[config.mk]
export PLATFORM = sky130hd
export DESIGN_NAME = dmd_scanner
export DESIGN_NICKNAME = d
export VERILOG_FILES = /design/src/rtl/dmd_scanner.sv
export SDC_FILE = /design/constraint.sdc
export NUM_CORES = 1
export LEC_CHECK = 0
export ABC_AREA = 0
export BUFFER_PORTS_ARGS = -buffer_cell sky130_fd_sc_hd__buf_2
export CAP_MARGIN = 30
export CORE_MARGIN = 2
export CORE_UTILIZATION = 57
export DETAILED_ROUTE_END_ITERATION = 10
export GPL_TIMING_DRIVEN = 0
export HOLD_SLACK_MARGIN = 0.12
export PLACE_DENSITY = 0.77
export REMOVE_ABC_BUFFERS = 1
export SLEW_MARGIN = 30
export SYNTH_ARGS = -nofsm -noshare
export SYNTH_HDL_FRONTEND = slang
export SYNTH_SLANG_ARGS = --single-unit
[constraint.sdc]
create_clock -name CLK -period 2.25 [get_ports CLK]
set_input_delay 0.1125 -clock CLK [delete_from_list [all_inputs] [get_ports CLK]]
set_output_delay 0.1125 -clock CLK [all_outputs]
set_load 0.03 [all_outputs]
[src/rtl/dmd_scanner.sv]
// dmd_scanner: double-buffered 16x16 dot-matrix refresh engine with tear-free swaps
module dmd_scanner #(
  parameter int PRESCALE = 1000,
  parameter int ON_TICKS = 8
) (
  input  logic        CLK,
  input  logic        RESET,
  input  logic        enable,
  input  logic        wr_en,
  input  logic [3:0]  wr_row,
  input  logic [15:0] wr_data,
  input  logic        swap_req,
  output logic        DMD_CLR,
  output logic [3:0]  dmd_seg,
  output logic [15:0] dmd_column,
  output logic        DMD_CLK,
  output logic        frame_done,
  output logic        swap_pending
);
  localparam int CW = PRESCALE > 1 ? $clog2(PRESCALE) : 1;
  localparam int HW = ON_TICKS > 1 ? $clog2(ON_TICKS) : 1;
  localparam logic [CW-1:0] CNT_MAX = CW'(PRESCALE - 1);
  localparam logic [HW-1:0] HOLD_MAX = HW'(ON_TICKS - 1);

  // PARK is the blanked, parked state after reset or while disabled; the first
  // tick after enabling moves it into row 0 BLANK, so BLANK always lasts a full tick.
  typedef enum logic [2:0] {PARK, BLANK, SETUP, LATCH, HOLD} state_t;

  state_t        state_q, state_d;
  logic [CW-1:0] cnt_q, cnt_d;
  logic [HW-1:0] hold_q, hold_d;
  logic [3:0]    row_q, row_d;
  logic          front_q, front_d;
  logic          pend_q, pend_d;
  logic          clr_q, clr_d;
  logic [3:0]    seg_q, seg_d;
  logic [15:0]   col_q, col_d;
  logic          strobe_q, strobe_d;
  logic          done_q, done_d;
  logic [15:0]   mem_q [2][16];
  logic          tick;
  logic          frame_end;

  assign tick      = enable && cnt_q == CNT_MAX;
  assign frame_end = tick && state_q == HOLD && hold_q == '0 && row_q == 4'd15;

  // Frame store: writes target the buffer that is back before this edge, even on a swap edge
  always_ff @(posedge CLK or negedge RESET)
    if (!RESET) begin
      for (int b = 0; b < 2; b++)
        for (int r = 0; r < 16; r++)
          mem_q[b][r] <= '0;
    end else if (wr_en) begin
      mem_q[~front_q][wr_row] <= wr_data;
    end

  // Prescaler, swap bookkeeping and per-row scan FSM next state
  always_comb begin
    cnt_d    = !enable || tick ? '0 : cnt_q + 1'b1;
    front_d  = frame_end && (pend_q || swap_req) ? ~front_q : front_q;
    pend_d   = frame_end ? 1'b0 : pend_q || swap_req;
    state_d  = state_q;
    row_d    = row_q;
    hold_d   = hold_q;
    clr_d    = clr_q;
    seg_d    = seg_q;
    col_d    = col_q;
    strobe_d = strobe_q;
    done_d   = 1'b0;
    if (!enable) begin
      state_d  = PARK;
      row_d    = '0;
      hold_d   = '0;
      clr_d    = 1'b1;
      seg_d    = '0;
      col_d    = '0;
      strobe_d = 1'b0;
    end else if (tick) begin
      case (state_q)
        PARK: state_d = BLANK;
        BLANK: begin
          state_d = SETUP;
          clr_d   = 1'b0;
          seg_d   = row_q;
          col_d   = mem_q[front_q][row_q];
        end
        SETUP: begin
          state_d  = LATCH;
          strobe_d = 1'b1;
        end
        LATCH: begin
          state_d  = HOLD;
          strobe_d = 1'b0;
          hold_d   = HOLD_MAX;
        end
        HOLD: begin
          if (hold_q != '0) begin
            hold_d = hold_q - 1'b1;
          end else begin
            state_d = BLANK;
            row_d   = row_q + 4'd1;
            clr_d   = 1'b1;
            col_d   = '0;
            done_d  = row_q == 4'd15;
          end
        end
        default: state_d = PARK;
      endcase
    end
  end

  // Scan state and registered pin drivers
  always_ff @(posedge CLK or negedge RESET)
    if (!RESET) begin
      state_q  <= PARK;
      cnt_q    <= '0;
      hold_q   <= '0;
      row_q    <= '0;
      front_q  <= 1'b0;
      pend_q   <= 1'b0;
      clr_q    <= 1'b1;
      seg_q    <= '0;
      col_q    <= '0;
      strobe_q <= 1'b0;
      done_q   <= 1'b0;
    end else begin
      state_q  <= state_d;
      cnt_q    <= cnt_d;
      hold_q   <= hold_d;
      row_q    <= row_d;
      front_q  <= front_d;
      pend_q   <= pend_d;
      clr_q    <= clr_d;
      seg_q    <= seg_d;
      col_q    <= col_d;
      strobe_q <= strobe_d;
      done_q   <= done_d;
    end

  assign DMD_CLR      = clr_q;
  assign dmd_seg      = seg_q;
  assign dmd_column   = col_q;
  assign DMD_CLK      = strobe_q;
  assign frame_done   = done_q;
  assign swap_pending = pend_q;
endmodule

==> results.ini, run 1 <==
[clock_tree]
clkTransAtPathRegs_ns=0.06
numCtsBuffers=57
cts-root-buf=clkbuf_16
cts_tree=done
clock_sinks=557
clk_latency_ns=0.62
clockBufferDepth=3
cts_max_level=2

[global_routing]
grt_pass1_wl_um=104600
grt_pass1_vias=16762
antenna_found_initial=4
grt.overflow.total=0
grt_max_degree=95
grtUsageTotal_pct=29.88

[min_path]
worstHoldStart=wr_data[11]
min_path_type=in2reg

[critical_path]
startpoint_type=flip-flop
slowest_delay_ns=0.50
cp.arrival_ns=2.90
startpoint=front_q
critPathKind=reg2reg
r2r-start=front_q
cpMostUsedCell=buf_16
worstPathCellList=buf_16 -> buf_16 -> buf_16 -> nand2b_4 -> buf_4 -> buf_6 -> nor2_4 -> buf_12 -> nand2_4 -> mux2_2
path_max_fanout=8
worst_path_max_delay_cell=dfrtp_4
critPathCaptureType=flip-flop
crit_required_ns=2.74

[pwr]
irDropWorstVdd_mv=0.6355
powerDensity_mw_per_mm2=761.5
p_leak_uw=0.01392

[sta]
slew_viol_final=0
worst_pin_slew_ns=1.493
timing.fmax_mhz=413.6
setup_viol=208
skew_ns=0.02956
layout_min_cycle_time_ns=2.418
final_hold_viol_count=0
rsz0062_at_grt=yes
fin_crit_sh_pct=107.5
slew_headroom_pct=0.1245
setup_ws_ns=-0.1677

[layout]
n_fill_cell=2599
synthToLayoutAreaGrowth_pct=22.43
diodes=0
nets=1828
multi_input_area_mm2=0.01197
drive_gt1_share_pct=57.07
regArea_mm2=0.01396
post-route-util_pct=70.58
instances_no_fill=2439

[floorplan]
die_w_um=215.3
dieArea_mm2=0.04634
die_h_um=215.3
start_util_pct=57.65
core_mm2=0.04412
io_pins=49
num_rows=77

[synthesis]
postSynthCellCount=1685
netlist_area_mm2=0.02544
ys_async_sr_fraction_pct=100.0
yosysUniqueCellTypes=54
ys.flop_type=dfrtp_1
synth_edf_count=0
ys_ff_latch=557
yosysWarningCount=0
syn_area_per_cell_um2=15.10
ys_seq_area_share_pct=54.80

[placement]
globalplace.congestion=0.8168
place_hpwl_um=36350
numPortBuffers=48
placed_cells=2213

[status]
violations=max-capacitance violations, negative setup slack
outcome=finished with violations

[routing]
wire_per_inst_um=29.47
drc=0
vias=15948
totalWireLength_um=71880
detail_route.vias_per_cell=6.539
ant_nets=0
drtIter0Drc=1357
dr.pass1.iters=5

[flow_run]
maxCapViolCount=1

-- cells in the mapped netlist (2+ instances only) --
master,n,area (um2)
nand3b_1,2,15.01
buf_1,3,11.26
a211oi_1,16,120.1
o21ai_0,16,80.08
a31oi_1,3,18.77
nor2_1,55,206.5
mux4_2,118,2658
nand3_1,15,75.07
and3_1,3,18.77
nand2b_1,6,37.54
o22ai_1,13,81.33
o31ai_1,4,30.03
or3_1,2,12.51
nor3_1,16,80.08
nor4_2,2,25.02
buf_4,12,90.09
mux2_2,507,5709
o21a_1,2,15.01
inv_1,8,30.03
buf_2,48,240.2
nand2_1,35,131.4
xor2_1,5,43.79
a22o_1,6,52.55
a22oi_1,18,135.1
a21oi_1,13,65.06
nor3b_1,2,15.01
buf_6,5,56.30
mux2i_1,57,570.6
clkbuf_1,76,285.3
dfrtp_1,556,13910
mux2_4,10,150.1
o221ai_1,3,26.28
nor2b_1,12,75.07
xnor2_1,7,61.31
nand4_1,5,31.28
ha_1,4,50.05
nor3_2,3,30.03
-- cell usage in the layout, fill, tap and decap left out, types with 26 or more instances in the layout --
cell type	count
nor2_1	38
mux4_2	118
mux2i_1	36
mux2_4	84
buf_4	55
clkbuf_16	65
mux2_2	433
buf_2	47
dfrtp_1	551
buf_12	26
-- layout make-up --
type / count / area share [%]
clock buffers: 88 / 5.604
flip-flops and latches: 557 / 44.81
clock inverters: 19 / 0.7030
well taps: 592 / 2.378
inverters: 8 / 0.09642
repair buffers: 196 / 7.974
multi-input cells: 979 / 38.43
-- routing by layer --
layer	part of all wire, %	global-route usage (%)	up-vias
met5	0.050	0	-
met4	3.9	12.02	6
met3	8.1	6.100	185
met2	48	47.29	737
met1	40	40.96	8552
li1	-	-	6468
-- flip-flops by register name, summed over array words and instances (netlist names) --
signal,cells
hold_q,3
dmd_column,16
front_q,1
swap_pending,1
DMD_CLR,1
row_q,4
mem_q,512
DMD_CLK,1
frame_done,1
dmd_seg,4
cnt_q,10
state_q,3
-- worst max-delay path, delay by kind of cell (launching register included) --
kind	cells	cell delay (ns)
DFF	1	0.50
and+or+nand+nor	3	0.51
muxes	1	0.40
buffers and inverters	6	0.85
-- per-stage QoR --
stage          cell area (um2)  hold WS [ns]  power [uW]  setup TNS, ns  setup slack, ns
4_1_cts                  30380        0.1578       23540         -6.920          -0.1362
3_3_place_gp             25740        0.3811       13300       -8640.50           -9.741
2_1_floorplan            24760       -0.1831       12750       -1816.84           -4.298
6_report                 31140        0.2177       23720         -16.35          -0.1677
5_1_grt                  31140        0.2128       24470         -20.42          -0.1754
3_5_place_dp             26490       0.05938       13540        -450.15           -1.190
-- cell families after synthesis --
family	count (synthesis)	share of synthesized area (%)
multiplexers	692	35.72
flip-flops	557	54.80
AND/OR/NAND/NOR	172	3.556
buffers and inverters	152	2.803
AO/OA/AOI/OAI	96	2.513
XOR/XNOR	12	0.4131
adder cells (fa/ha/maj)	4	0.1967
-- final timing paths --
check	to	slack, ns	cells after the start
setup / recovery	mem_q[210]	-0.17	10
hold / removal	mem_q[75]	0.22	2
setup reg to reg	mem_q[210]	-0.17	10
hold reg to reg	mem_q[210]	0.50	1
max in group asynchronous	mem_q[483]	0.40	6
min in group asynchronous	mem_q[170]	0.66	4
-- repair_timing --
| action | CTS | global route |
|---|---|---|
| hold buffers | 5 | 0 |
| hold endpoints to repair | 301 | 0 |
| setup endpoints to repair | 529 | 344 |
| pin swaps | 30 | 29 |
| buffers inserted | 70 | 28 |
| gates resized for setup | 200 | 89 |
| gates cloned | 10 | 9 |
-- report_power, final --
| part | internal, uW | switching, uW |
|---|---|---|
| registers | 11100 | 638 |
| logic | 1220 | 926 |
| clock network | 5800 | 4040 |
| total | 18100 | 5610 |
Note: power is estimated with default switching activity, not from simulation.
==> run 2, diff against run 1 <==
CELL_PAD_IN_SITES_DETAIL_PLACEMENT = 1   (was not set)
CELL_PAD_IN_SITES_GLOBAL_PLACEMENT = 1   (was not set)
CORE_UTILIZATION = 48   (was 57)
PLACE_DENSITY = 0.76   (was 0.77)
==> run 2 against run 1 <==
  * The flow finishes with violations (negative setup slack)
  * Via count grew 2.7%
  * Worst hold slack got worse by 0.014 ns
  * Cell count up 4.3%
  * Flip-flop and latch count unchanged
  * Sequential share of layout area fell by 0.17 points
  * Maximum frequency is 3.5% lower
==> results.ini, run 2 (synthesized netlist as in run 1, its figures left out) <==
[status]
outcome=finished with violations
violations=negative setup slack

[sta]
rsz0062_at_grt=yes
final_hold_viol_count=0
setup_ws_ns=-0.2554
timing.fmax_mhz=399.1
setup_viol=101
skew_ns=0.02546
worst_pin_slew_ns=0.8608
slew_headroom_pct=42.40
fin_crit_sh_pct=111.4
layout_min_cycle_time_ns=2.505
slew_viol_final=0

[pwr]
p_clk_share_pct=40.2
p_int_uw=17600
power_switching_uw=5966
pwr-share-comb_pct=9.5
sequentialPowerShare_pct=50.3
powerDensity_mw_per_mm2=753.6
p_sw_share_pct=25.32
irDropWorstVdd_mv=0.6214
p_leak_uw=0.01387

[routing]
totalWireLength_um=86540
drc=0
wire_per_inst_um=34.03
drtIter0Drc=1462
ant_nets=0
dr.pass1.iters=7
detail_route.vias_per_cell=6.442
vias=16381

[global_routing]
antenna_found_initial=5
grt_pass1_wl_um=111800
grt_pass1_vias=17358
grt_max_degree=92
grt.overflow.total=0
grtUsageTotal_pct=27.58

[placement]
place_hpwl_um=41320
dpl_worst_slack_ns=-1.157
numPortBuffers=48
placed_cell_area_mm2=0.02664
globalplace.congestion=0.7795

[floorplan]
start_util_pct=48.51
num_rows=84
io_pins=49
die_h_um=234.2
die_w_um=234.2
core_mm2=0.05245
dieArea_mm2=0.05486

[critical_path]
critPathKind=reg2reg
path_max_fanout=6
startpoint_type=flip-flop
cp.arrival_ns=3.02
critPathCaptureType=flip-flop
crit_required_ns=2.76

[layout]
multi_input_area_mm2=0.01203
synthToLayoutAreaGrowth_pct=22.91
nets=1839
final_common_cell=dfrtp_1
largest_reg_flops=512
drive_gt1_share_pct=57.53
final_cell_mix=dfrtp_1 (548), mux2_2 (447), mux4_2 (118)
regArea_mm2=0.01396
final_area_mm2=0.03127
largest-register=mem_q
n_fill_cell=4677
post-route-util_pct=59.62

[flow_run]
maxCapViolCount=0

[clock_tree]
clock_sinks=557
cts_max_level=2
clk_latency_ns=0.65
cts-root-buf=clkbuf_16
clockBufferDepth=3
cts_tree=done
numCtsBuffers=58
clkTransAtPathRegs_ns=0.06

[min_path]
min_path_type=in2reg

==> run 2: cell types whose count changed in the layout (fill, tap and decap cells not counted), sizes merged, moves of 4 or more <==
cell         previous run  this run
clkbuf                 94       101
clkinvlp                4         0
bufinv                  4         0
buf                   182       188
dlygate4sd3             4         8
==> run 2: cell type report <==
| class | count | share of cell area (%) |
|---|---|---|
| flip-flops and latches | 557 | 44.64 |
| multi-input cells | 978 | 38.47 |
| repair buffers | 207 | 8.255 |
| clock buffers | 96 | 5.654 |
| well taps | 688 | 2.753 |
| clock inverters | 7 | 0.1120 |
| inverters | 8 | 0.09603 |
| diodes | 2 | 0.01601 |
==> run 2: power groups by stage <==
stage / Clock (uW) / Combinational (uW) / Sequential (uW)
2_1_floorplan: 0 / 1150 / 11600
3_3_place_gp: 0 / 1610 / 11700
3_5_place_dp: 0 / 1790 / 11800
4_1_cts: 9420 / 1900 / 11700
5_1_grt: 9970 / 2370 / 11900
6_report: 9480 / 2230 / 11900
==> run 2: what timing repair did <==
action / CTS / global route
buffers inserted: 59 / 43
gates cloned: 10 / 7
resized for setup: 115 / 172
pin swaps: 24 / 46
endpoints found under the setup margin: 513 / 361
endpoints found under the hold margin: 218 / 0
hold buffers: 10 / 0
==> run 2: path summary, 6_finish.rpt <==
kind | startpoint | to | slack (ns) | cells after the start
worst max-delay path | row_q[0] | dmd_column[5] | -0.26 | 9
worst min-delay path | wr_data[10] | mem_q[58] | 0.20 | 2
worst max register to register | row_q[0] | dmd_column[5] | -0.26 | 9
worst min register to register | mem_q[479] | mem_q[479] | 0.50 | 1
max in group asynchronous | RESET | mem_q[102] | 0.16 | 7
min in group asynchronous | RESET | mem_q[132] | 0.72 | 4
==> run 2: metal layers <==
metal / routed length, um / global-route usage [%] / vias up
met5: 22 / 0 / -
met4: 4292 / 11.65 / 4
met3: 5658 / 5.387 / 241
met2: 42740 / 45.10 / 707
met1: 33830 / 36.07 / 8933
li1: - / - / 6496
==> run 2: metrics by stage <==
step	std cells	hold WS, ns	power [uW]	setup TNS (ns)
finish	2543	0.2035	23560	-5.350
CTS	2493	0.1697	22980	-3.549
floorplan	1541	-0.1831	12750	-1816.84
global route	2542	0.2115	24280	-7.489
detailed placement	2311	0.04598	13610	-283.60
global placement	2277	0.3777	13310	-8926.44
==> run 2: critical path: stages (launching register included) <==
cell and delay, ns:
dfrtp_4 0.50, buf_12 0.14, buf_16 0.14, buf_16 0.16
buf_16 0.15, mux4_2 0.42, nor2b_4 0.15, a211oi_4 0.35
nor3_2 0.13, a22o_1 0.22
==> run 3, diff against run 2 <==
SETUP_SLACK_MARGIN = 0.02   (was not set)
TNS_END_PERCENT = 1   (was not set)
==> run 3 against run 2 <==
  * The flow still finishes with violations (negative setup slack)
  * Sequential power about the same
  * Total power down 1.6%
  * Via count decreased by 4.8%
  * Combinational power fell by 7%
  * Maximum frequency rose by 0.23%
  * Non-clock buffer count shrank 49
  * Largest power group unchanged
  * Clock skew fell by 0.0031 ns
  * Sequential share of layout area is 1.3 points higher
  * Wire length down 12%
  * Die area stayed put
==> results.ini, run 3 (synthesized netlist as in run 1, its figures left out) <==
[pwr]
p_leak_uw=0.01350
p_clk_share_pct=40.3
sequentialPowerShare_pct=50.7
p_int_uw=17550
power_switching_uw=5623
pwr-share-comb_pct=9.0
powerDensity_mw_per_mm2=763.7
irDropWorstVdd_mv=0.6333
p_sw_share_pct=24.26

[layout]
synthToLayoutAreaGrowth_pct=19.29
nets=1788
final_common_cell=dfrtp_1
diodes=0
drive_gt1_share_pct=54.16
largest_reg_flops=512
largest-register=mem_q
final_cell_mix=dfrtp_1 (550), mux2_2 (444), mux4_2 (118)
final_area_mm2=0.03035

[sta]
slew_headroom_pct=45.78
rsz0062_at_grt=yes
timing.fmax_mhz=400.1
setup_ws_ns=-0.2496
setup_viol=216
final_hold_viol_count=0
worst_pin_slew_ns=0.8073
layout_min_cycle_time_ns=2.500
slew_viol_final=0
fin_crit_sh_pct=111.1
finalSetupTns_ns=-23.04
skew_ns=0.02240

[critical_path]
startpoint_type=flip-flop
crit_required_ns=2.74
path_max_fanout=32
critPathKind=reg2reg
critPathCaptureType=flip-flop
cp.arrival_ns=2.99

[routing]
wire_per_inst_um=30.73
dr.pass1.iters=5
ant_nets=0
vias=15588
drtIter0Drc=1382
drc=0
totalWireLength_um=76510
detail_route.vias_per_cell=6.260

[min_path]
min_path_type=in2reg

[placement]
placed_cell_area_mm2=0.02664
globalplace.congestion=0.7795
numPortBuffers=48
place_hpwl_um=41320

[clock_tree]
clk_latency_ns=0.63
numCtsBuffers=58
clkTransAtPathRegs_ns=0.06
cts_max_level=2
clock_sinks=557
clockBufferDepth=3
cts-root-buf=clkbuf_16
cts_tree=done

[floorplan]
start_util_pct=48.51
io_pins=49
die_h_um=234.2
core_mm2=0.05245
die_w_um=234.2
num_rows=84
dieArea_mm2=0.05486

[status]
violations=negative setup slack
outcome=finished with violations

[global_routing]
grt_pass1_vias=17268
antenna_found_initial=4
grt_max_degree=92
grt_pass1_wl_um=110700
grtUsageTotal_pct=27.17
grt.overflow.total=0

[flow_run]
maxCapViolCount=0

==> run 3: layout make-up <==
| type | count | area [um2] |
|---|---|---|
| Inverter | 8 | 30.03 |
| Timing Repair Buffer | 158 | 2001 |
| Multi-Input combinational cell | 976 | 11700 |
| Fill cell | 4684 | 22100 |
| Clock buffer | 96 | 1768 |
| Sequential cell | 557 | 13950 |
| Tap cell | 688 | 860.8 |
| Clock inverter | 7 | 35.03 |
==> run 3: worst max-delay path, stage by stage (launching register included) <==
cell	delay, ns
dfrtp_4	0.43
buf_12	0.11
buf_16	0.13
buf_16	0.23
mux4_2	0.52
nor2b_1	0.15
a211oi_2	0.37
nor3_1	0.13
a22o_1	0.25
==> run 3: stage by stage <==
| stage | hold slack, ns | instances | utilization, % | worst slack (ns) | power (uW) |
|---|---|---|---|---|---|
| after floorplan | -0.1831 | 1541 | - | -4.298 | 12750 |
| after global placement | 0.3777 | 2277 | 49.30 | -9.919 | 13310 |
| after detailed placement | 0.04598 | 2311 | 50.79 | -1.157 | 13610 |
| after CTS | 0.1565 | 2477 | 57.17 | -0.1633 | 23040 |
| after global routing | 0.2155 | 2490 | 57.87 | -0.2473 | 23990 |
| final | 0.1931 | 2490 | 57.87 | -0.2496 | 23180 |
==> run 3: worst paths after layout <==
path | startpoint | slack (ns) | cells past startpoint | end
setup reg to reg | row_q[0] | -0.25 | 8 | dmd_column[4]
hold reg to reg | cnt_q[0] | 0.50 | 1 | cnt_q[0]
min in group asynchronous | RESET | 0.33 | 4 | dmd_column[1]
max in group asynchronous | RESET | 0.26 | 6 | mem_q[339]
setup / recovery | row_q[0] | -0.25 | 8 | dmd_column[4]
hold / removal | wr_data[10] | 0.19 | 2 | mem_q[26]
==> run 3: power by group through the flow <==
| stage | clock network [uW] | logic, uW | registers (uW) |
|---|---|---|---|
| final | 9350 | 2080 | 11800 |
| after global routing | 9900 | 2240 | 11900 |
| after CTS | 9420 | 1960 | 11700 |
| after detailed placement | 0 | 1790 | 11800 |
| after global placement | 0 | 1610 | 11700 |
| after floorplan | 0 | 1150 | 11600 |
==> run 3: per-layer routing <==
metal / vias up / GRT usage (%) / share of wire (%)
li1: 6374 / - / -
met1: 8565 / 35.92 / 42
met2: 503 / 44.36 / 49
met3: 140 / 5.435 / 5.6
met4: 6 / 10.48 / 3.5
met5: - / 0 / 0.059
==> run 3: what timing repair did <==
action / CTS / global route
setup buffers: 41 / 11
gates cloned: 9 / 2
hold endpoints to repair: 219 / 0
pin swaps: 22 / 9
hold buffers: 13 / 0
gates resized for setup: 151 / 59
endpoints found under the setup margin: 515 / 565
